`src/rtl/ram_port_arbiter.sv`:
```
// Two-requester arbiter for a dual-port RAM: one read and one write granted per cycle, round-robin per port.
// Optional RAM_ARB_BYPASS_EN forwards same-cycle same-address write data to the read return.
module ram_port_arbiter #(
    parameter int unsigned AddressSize = 15,
    parameter int unsigned WordSize    = 8
) (
    input  logic                   CLK,
    input  logic                   RST,
    input  logic                   Req0,
    input  logic                   WE0,
    input  logic [AddressSize:0]   Addr0,
    input  logic [WordSize-1:0]    WData0,
    output logic                   Gnt0,
    output logic                   RValid0,
    input  logic                   Req1,
    input  logic                   WE1,
    input  logic [AddressSize:0]   Addr1,
    input  logic [WordSize-1:0]    WData1,
    output logic                   Gnt1,
    output logic                   RValid1,
    output logic [WordSize-1:0]    RData,
    output logic                   WErr,
    output logic [AddressSize:0]   RamAddrIN,
    output logic [WordSize-1:0]    RamDataIN,
    output logic                   RamWE,
    output logic [AddressSize-1:0] RamAddrOut,
    input  logic [WordSize-1:0]    RamDataOut
);

    localparam int unsigned AW = AddressSize + 1;
    localparam int unsigned RW = AddressSize;
    localparam int unsigned DW = WordSize;

    logic          rd_ptr_q, rd_ptr_d;
    logic          wr_ptr_q, wr_ptr_d;
    logic          rd_pend_q, rd_pend_d;
    logic          rd_owner_q, rd_owner_d;
    logic          werr_q, werr_d;
    logic [DW-1:0] rdata_q, rdata_d;
    logic [RW-1:0] ram_addr_out_q, ram_addr_out_d;

    logic          rd_req0, rd_req1, wr_req0, wr_req1;
    logic          rd_gnt0, rd_gnt1, wr_gnt0, wr_gnt1;
    logic          rd_any, wr_any;
    logic [RW-1:0] rd_addr;
    logic [AW-1:0] wr_addr;
    logic [DW-1:0] wr_data;
    logic          rvalid0_c, rvalid1_c;
    logic [DW-1:0] rd_ret;

`ifdef RAM_ARB_BYPASS_EN
    logic          byp_q, byp_d;
    logic [DW-1:0] byp_data_q, byp_data_d;
`endif

    // Arbitration, RAM drive and read-return selection
    always_comb begin
        rd_req0 = Req0 & ~WE0 & ~RST;
        rd_req1 = Req1 & ~WE1 & ~RST;
        wr_req0 = Req0 &  WE0 & ~RST;
        wr_req1 = Req1 &  WE1 & ~RST;

        rd_gnt0 = rd_req0 & (~rd_req1 | ~rd_ptr_q);
        rd_gnt1 = rd_req1 & (~rd_req0 |  rd_ptr_q);
        wr_gnt0 = wr_req0 & (~wr_req1 | ~wr_ptr_q);
        wr_gnt1 = wr_req1 & (~wr_req0 |  wr_ptr_q);

        // Pointer moves to the loser only on contention
        rd_ptr_d = (rd_req0 & rd_req1) ? ~rd_ptr_q : rd_ptr_q;
        wr_ptr_d = (wr_req0 & wr_req1) ? ~wr_ptr_q : wr_ptr_q;

        rd_any  = rd_gnt0 | rd_gnt1;
        wr_any  = wr_gnt0 | wr_gnt1;
        rd_addr = rd_gnt1 ? Addr1[RW-1:0] : Addr0[RW-1:0];
        wr_addr = wr_gnt1 ? Addr1 : Addr0;
        wr_data = wr_gnt1 ? WData1 : WData0;

        ram_addr_out_d = rd_any ? rd_addr : ram_addr_out_q;
        rd_pend_d      = rd_any;
        rd_owner_d     = rd_gnt1;
        werr_d         = wr_any & ~wr_addr[AW-1];

        rvalid0_c = rd_pend_q & ~rd_owner_q & ~RST;
        rvalid1_c = rd_pend_q &  rd_owner_q & ~RST;

`ifdef RAM_ARB_BYPASS_EN
        byp_d      = rd_any & wr_any & wr_addr[AW-1] & (wr_addr[RW-1:0] == rd_addr);
        byp_data_d = wr_data;
        rd_ret     = byp_q ? byp_data_q : RamDataOut;
`else
        rd_ret     = RamDataOut;
`endif

        rdata_d = (rvalid0_c | rvalid1_c) ? rd_ret : rdata_q;
    end

    always_ff @(posedge CLK) begin
        if (RST) begin
            rd_ptr_q       <= 1'b0;
            wr_ptr_q       <= 1'b0;
            rd_pend_q      <= 1'b0;
            rd_owner_q     <= 1'b0;
            werr_q         <= 1'b0;
            rdata_q        <= '0;
            ram_addr_out_q <= '0;
`ifdef RAM_ARB_BYPASS_EN
            byp_q          <= 1'b0;
            byp_data_q     <= '0;
`endif
        end else begin
            rd_ptr_q       <= rd_ptr_d;
            wr_ptr_q       <= wr_ptr_d;
            rd_pend_q      <= rd_pend_d;
            rd_owner_q     <= rd_owner_d;
            werr_q         <= werr_d;
            rdata_q        <= rdata_d;
            ram_addr_out_q <= ram_addr_out_d;
`ifdef RAM_ARB_BYPASS_EN
            byp_q          <= byp_d;
            byp_data_q     <= byp_data_d;
`endif
        end
    end

    assign Gnt0       = rd_gnt0 | wr_gnt0;
    assign Gnt1       = rd_gnt1 | wr_gnt1;
    assign RValid0    = rvalid0_c;
    assign RValid1    = rvalid1_c;
    assign RData      = rdata_d;
    assign WErr       = werr_q & ~RST;
    assign RamAddrIN  = wr_addr;
    assign RamDataIN  = wr_data;
    assign RamWE      = wr_any & wr_addr[AW-1];
    assign RamAddrOut = ram_addr_out_d;

endmodule

```
`config.mk`:
```
export PLATFORM = sky130hd
export DESIGN_NAME = ram_port_arbiter
export DESIGN_NICKNAME = d
export VERILOG_FILES = /design/src/rtl/ram_port_arbiter.sv
export SDC_FILE = /design/constraint.sdc
export NUM_CORES = 1
export LEC_CHECK = 0
export ABC_AREA = 1
export BUFFER_PORTS_ARGS = -buffer_cell sky130_fd_sc_hd__buf_2
export CAP_MARGIN = 20
export CORE_ASPECT_RATIO = 1.1
export CORE_MARGIN = 5
export CORE_UTILIZATION = 43
export CTS_CLUSTER_SIZE = 16
export DETAILED_ROUTE_END_ITERATION = 10
export MAX_ROUTING_LAYER = met4
export PLACE_DENSITY = 0.81
export SYNTH_ARGS = -nofsm -noshare
export SYNTH_HDL_FRONTEND = slang
export SYNTH_SLANG_ARGS = --single-unit
```
`constraint.sdc`:
```
create_clock -name CLK -period 1.95 [get_ports CLK]
set_input_delay 0.4875 -clock CLK [delete_from_list [all_inputs] [get_ports CLK]]
set_output_delay 0.4875 -clock CLK [all_outputs]
set_load 0.05 [all_outputs]
```
==> flow_summary_export.csv, run 1 <==
group,metric,value,unit
status,status,"did not finish",
status,stop_stage,"global routing (5_1_grt)",
status,error_line,"[ERROR DPL-0038] Utilization greater than 100%, impossible to legalize",
logic_synthesis,synth_xor_xnor_area_share,0,%
place,pre_cts_slack,-0.245,ns
logic_synthesis,ys_ff_latch,28,
logic_synthesis,syn_area_per_cell,6.25,um2
logic_synthesis,syn_area,1830,um2
logic_synthesis,yosys.area_share.adder,0,%
floorplan,io_pins,115,
logic_synthesis,ys_types,23,
floorplan,start_util,43.4,%
logic_synthesis,synth_edf_count,0,
logic_synthesis,synth_area_leaders,"dfxtp_1 31%, nand2_1 13%, inv_1 11%",
clock_tree,cts_buffers,3,
logic_synthesis,synthArstFlopShare,0,%
logic_synthesis,synth_commonest_cells,"61 x nand2_1, 55 x inv_1, 35 x nand3_1, 28 x dfxtp_1, 21 x nor2_1",
grt,grt_max_degree,19,
clock_tree,cts_sinks,28,
logic_synthesis,ys_seq_area_share,30.6,%
logic_synthesis,ys_warn_count,0,
logic_synthesis,synth_top_area_cell,"dfxtp_1",
logic_synthesis,synth_nets,355,
logic_synthesis,synth-compound-area-share,16.8,%
timing,worst_endpoint,"RamAddrIN[14]",
place,hpwl,4710,um
clock_tree,cts_max_level,1,
floorplan,core.rowCount,25,
place,gp_congestion,0.837,
clock_tree,holdBufCountCts,0,
logic_synthesis,yosysMostFrequentCell,"nand2_1",
floorplan,die_x,72.2,um
place,numPortBuffers,114,
logic_synthesis,synthMuxAreaShare,0,%
floorplan,die-height,78.5,um
place,place_area,2840,um2
logic_synthesis,synthCells,293,
clock_tree,clk_path_buf_depth,2,
logic_synthesis,ys.flop_type,"dfxtp_1",
clock_tree,root_buffer,"clkbuf_8",
timing,worst-ep-kind,"top-level output",
logic_synthesis,yosys.area_share.simple,35.2,%
logic_synthesis,synth_top_family_by_area,"simple AND/OR/NAND/NOR gates",
logic_synthesis,synth_top_area_share,30.6,%
==> timing repair <==
action,in CTS
setup buffers,18
endpoints found under the hold margin,0
endpoints found under the setup margin,50
gates resized for setup,153
gates cloned,3
pin swaps,12
==> per-stage QoR <==
step / hold WS [ns] / cells / util (%)
global placement: 0.456 / 490 / 67.3
floorplan: 0.443 / 293 / -
detailed placement: 0.464 / 490 / 67.3
CTS: 0.483 / 515 / 85.9
==> logic make-up after synthesis <==
| logic type | count (synthesis) |
|---|---|
| simple gates | 137 |
| flops | 28 |
| buf+inv | 72 |
| compound gates | 56 |
==> run 2, diff against run 1 <==
--- a/config.mk
+++ b/config.mk
@@ -8,13 +8,10 @@
 export ABC_AREA = 1
 export BUFFER_PORTS_ARGS = -buffer_cell sky130_fd_sc_hd__buf_2
 export CAP_MARGIN = 20
-export CORE_ASPECT_RATIO = 1.1
 export CORE_MARGIN = 5
-export CORE_UTILIZATION = 43
-export CTS_CLUSTER_SIZE = 16
+export CORE_UTILIZATION = 40
 export DETAILED_ROUTE_END_ITERATION = 10
-export MAX_ROUTING_LAYER = met4
-export PLACE_DENSITY = 0.81
+export PLACE_DENSITY_LB_ADDON = 0.15
 export SYNTH_ARGS = -nofsm -noshare
 export SYNTH_HDL_FRONTEND = slang
 export SYNTH_SLANG_ARGS = --single-unit
==> run 2 against run 1 <==
The flow now finishes, with violations (negative setup slack). Area after synthesis unchanged. Synthesized cell count unchanged.
==> flow_summary_export.csv, run 2 <==
group,metric,value,unit
status,status,"complete, but fails checks",
status,violations,"negative setup slack",
place,gp_congestion,0.789,
floorplan,core.rowCount,24,
timing,fin_crit,2.09,ns
clock_tree,cts_tree,"done",
final_layout,area_growth_syn_to_layout,119,%
timing,max_freq,0.478,GHz
routing,route.detailed.drc,0,
floorplan,die-height,77.7,um
timing,maxSlewHeadroom,75.1,%
timing,worst_pin_slew,0.371,ns
critical_path,crit_arrival,1.60,ns
critical_path,cp-start-kind,"input pin",
logic_synthesis,yosysMostFrequentCell,"nand2_1",
logic_synthesis,ys_types,23,
logic_synthesis,synth_edf_count,0,
critical_path,cp-end-kind,"output pin",
grt,grt_pass1_wl,11200,um
critical_path,required,1.46,ns
place,numPortBuffers,114,
logic_synthesis,ys_seq_area_share,30.6,%
logic_synthesis,synthCells,293,
pwr,powerDensity,593,nW/um2
final_layout,n_fill_cell,165,
final_layout,ff_latch_area,564,um2
clock_tree,insertion_delay,0.28,ns
final_layout,layout_commonest_cell,"buf_2",
routing,viasPerCell,5.67,
timing,report.final.slew_viol_count,0,
logic_synthesis,synthArstFlopShare,0,%
logic_synthesis,syn_area,1830,um2
routing,drt_first_pass_iters,5,
grt,antenna_found_initial,0,
grt,track_usage,22.3,%
timing,fin_ws,-0.141,ns
critical_path,crit_type,"in2out",
critical_path,cp_max_fo,6,
floorplan,die-area,6030,um2
timing,setup_viol,39,
clock_tree,cts_buffers,3,
grt,grt_pass1_vias,2456,
min_path,min_path_type,"in2reg",
floorplan,die_x,77.7,um
logic_synthesis,ys_ff_latch,28,
floorplan,core_area,4380,um2
run,cap_violations,0,
routing,ant_nets,0,
clock_tree,root_buffer,"clkbuf_8",
clock_tree,holdBufCountCts,0,
final_layout,multi_input_area,1440,um2
clock_tree,clk_pin_slew,0.11,ns
final_layout,finalNetCount,527,
timing,timing.hold.ws,0.411,ns
pwr,ir_worst_vdd,0.000575,V
timing,finalSetupTns,-2.21,ns
timing,final-hold-violation-count,0,
logic_synthesis,ys.flop_type,"dfxtp_1",
clock_tree,cts_sinks,28,
logic_synthesis,synth_commonest_cells,"61 x nand2_1, 55 x inv_1, 35 x nand3_1, 28 x dfxtp_1, 21 x nor2_1",
timing,rsz0062_at_grt,"yes",
timing,fin_skew,0.00360,ns
place,hpwl,4550,um
logic_synthesis,synth_nets,355,
final_layout,antennaDiodeCount,0,
routing,wire_per_inst,20.0,um
final_layout,layout_common_cells,"58 x buf_2, 54 x buf_4, 43 x inv_1, 43 x buf_6, 27 x dfxtp_1",
routing,wirelength,10300,um
final_layout,largest_register,"ram_addr_out_q",
logic_synthesis,syn_area_per_cell,6.25,um2
routing,drt_iter0_drc,236,
final_layout,drive_above_1_share,65.3,%
floorplan,start_util,41.8,%
floorplan,io_pins,115,
logic_synthesis,ys_warn_count,0,
final_layout,top_regs,"ram_addr_out_q: 15 flops, rdata_q: 8 flops",
routing,via_count,2928,
logic_synthesis,synth_top_area_cell,"dfxtp_1",
final_layout,utilization,91.3,%
clock_tree,cts_max_level,1,
pwr,p_leak,2.01,nW
grt,grt_max_degree,27,
timing,finalCritPeriodShare,107,%
grt,grt-ovfl-total,0,
logic_synthesis,synth_area_leaders,"dfxtp_1 31%, nand2_1 13%, inv_1 11%",
final_layout,largest_register_ffs,15,
logic_synthesis,synth_top_area_share,30.6,%
clock_tree,clk_path_buf_depth,2,
==> run 2: worst paths after layout <==
path / start / endpoint / slack (ns) / cells past startpoint
max: WE1 / RamAddrOut[1] / -0.14 / 11
min reg2reg: rdata_q[3] / rdata_q[3] / 0.48 / 2
max reg2reg: rd_ptr_q / ram_addr_out_q[10] / -0.12 / 15
min: RST / wr_ptr_q / 0.41 / 2
==> run 2: cell families (layout without fill, tap and decap cells) <==
logic type             count (synthesis)  in the layout  synth area share (%)
flip-flops                            28             28                  30.6
AND/OR/NAND/NOR                      137            137                  35.2
AO/OA/AOI/OAI                         56             57                  16.8
buffers and inverters                 72            242                  17.4
==> run 2: layout make-up <==
cell class / count / share of cell area, %
timing repair buffer: 182 / 41.0
multi-input combinational: 194 / 35.9
sequential: 28 / 14.1
inverter: 56 / 5.63
tap: 52 / 1.63
clock buffer: 3 / 1.03
clock inverter: 1 / 0.750
==> run 2: report_power, final <==
part / internal, mW / switching, mW
Sequential: 0.611 / 0.0180
Combinational: 0.502 / 0.766
Clock: 0.275 / 0.204
==> run 2: critical path, stage by stage <==
cell	delay, ns
buf_12	0.11
clkinv_8	0.05
nand2_4	0.05
nor2_4	0.18
nand2_4	0.11
buf_8	0.16
nand2_4	0.07
nand3_2	0.09
nand2_2	0.09
inv_2	0.05
buf_8	0.14
==> run 2: timing repair <==
item / in CTS / in global routing
setup endpoints to repair: 51 / 50
pin swaps: 16 / 21
cloned: 3 / 2
setup buffers: 15 / 8
gates resized for setup: 112 / 138
==> run 2: per-layer routing <==
layer	up-vias	share of wire (%)	wire [um]	global-route usage (%)
met5	-	0	0	0
met4	0	4.5	469	5.67
met3	56	9.3	966	4.28
met2	239	52	5380	40.8
met1	1352	34	3520	26.4
li1	1281	-	-	-
==> run 2: stage by stage <==
stage / total power [mW] / area (um2) / worst slack [ns] / cells
6_report: 2.38 / 4000 / -0.141 / 516
5_1_grt: 2.45 / 4000 / -0.187 / 516
4_1_cts: 2.13 / 3450 / -0.0719 / 507
3_5_place_dp: 1.50 / 2830 / -0.231 / 486
3_3_place_gp: 1.49 / 2830 / -0.174 / 486
2_1_floorplan: 1.22 / 1920 / -0.235 / 293
Note: power is estimated with default switching activity, not from simulation.
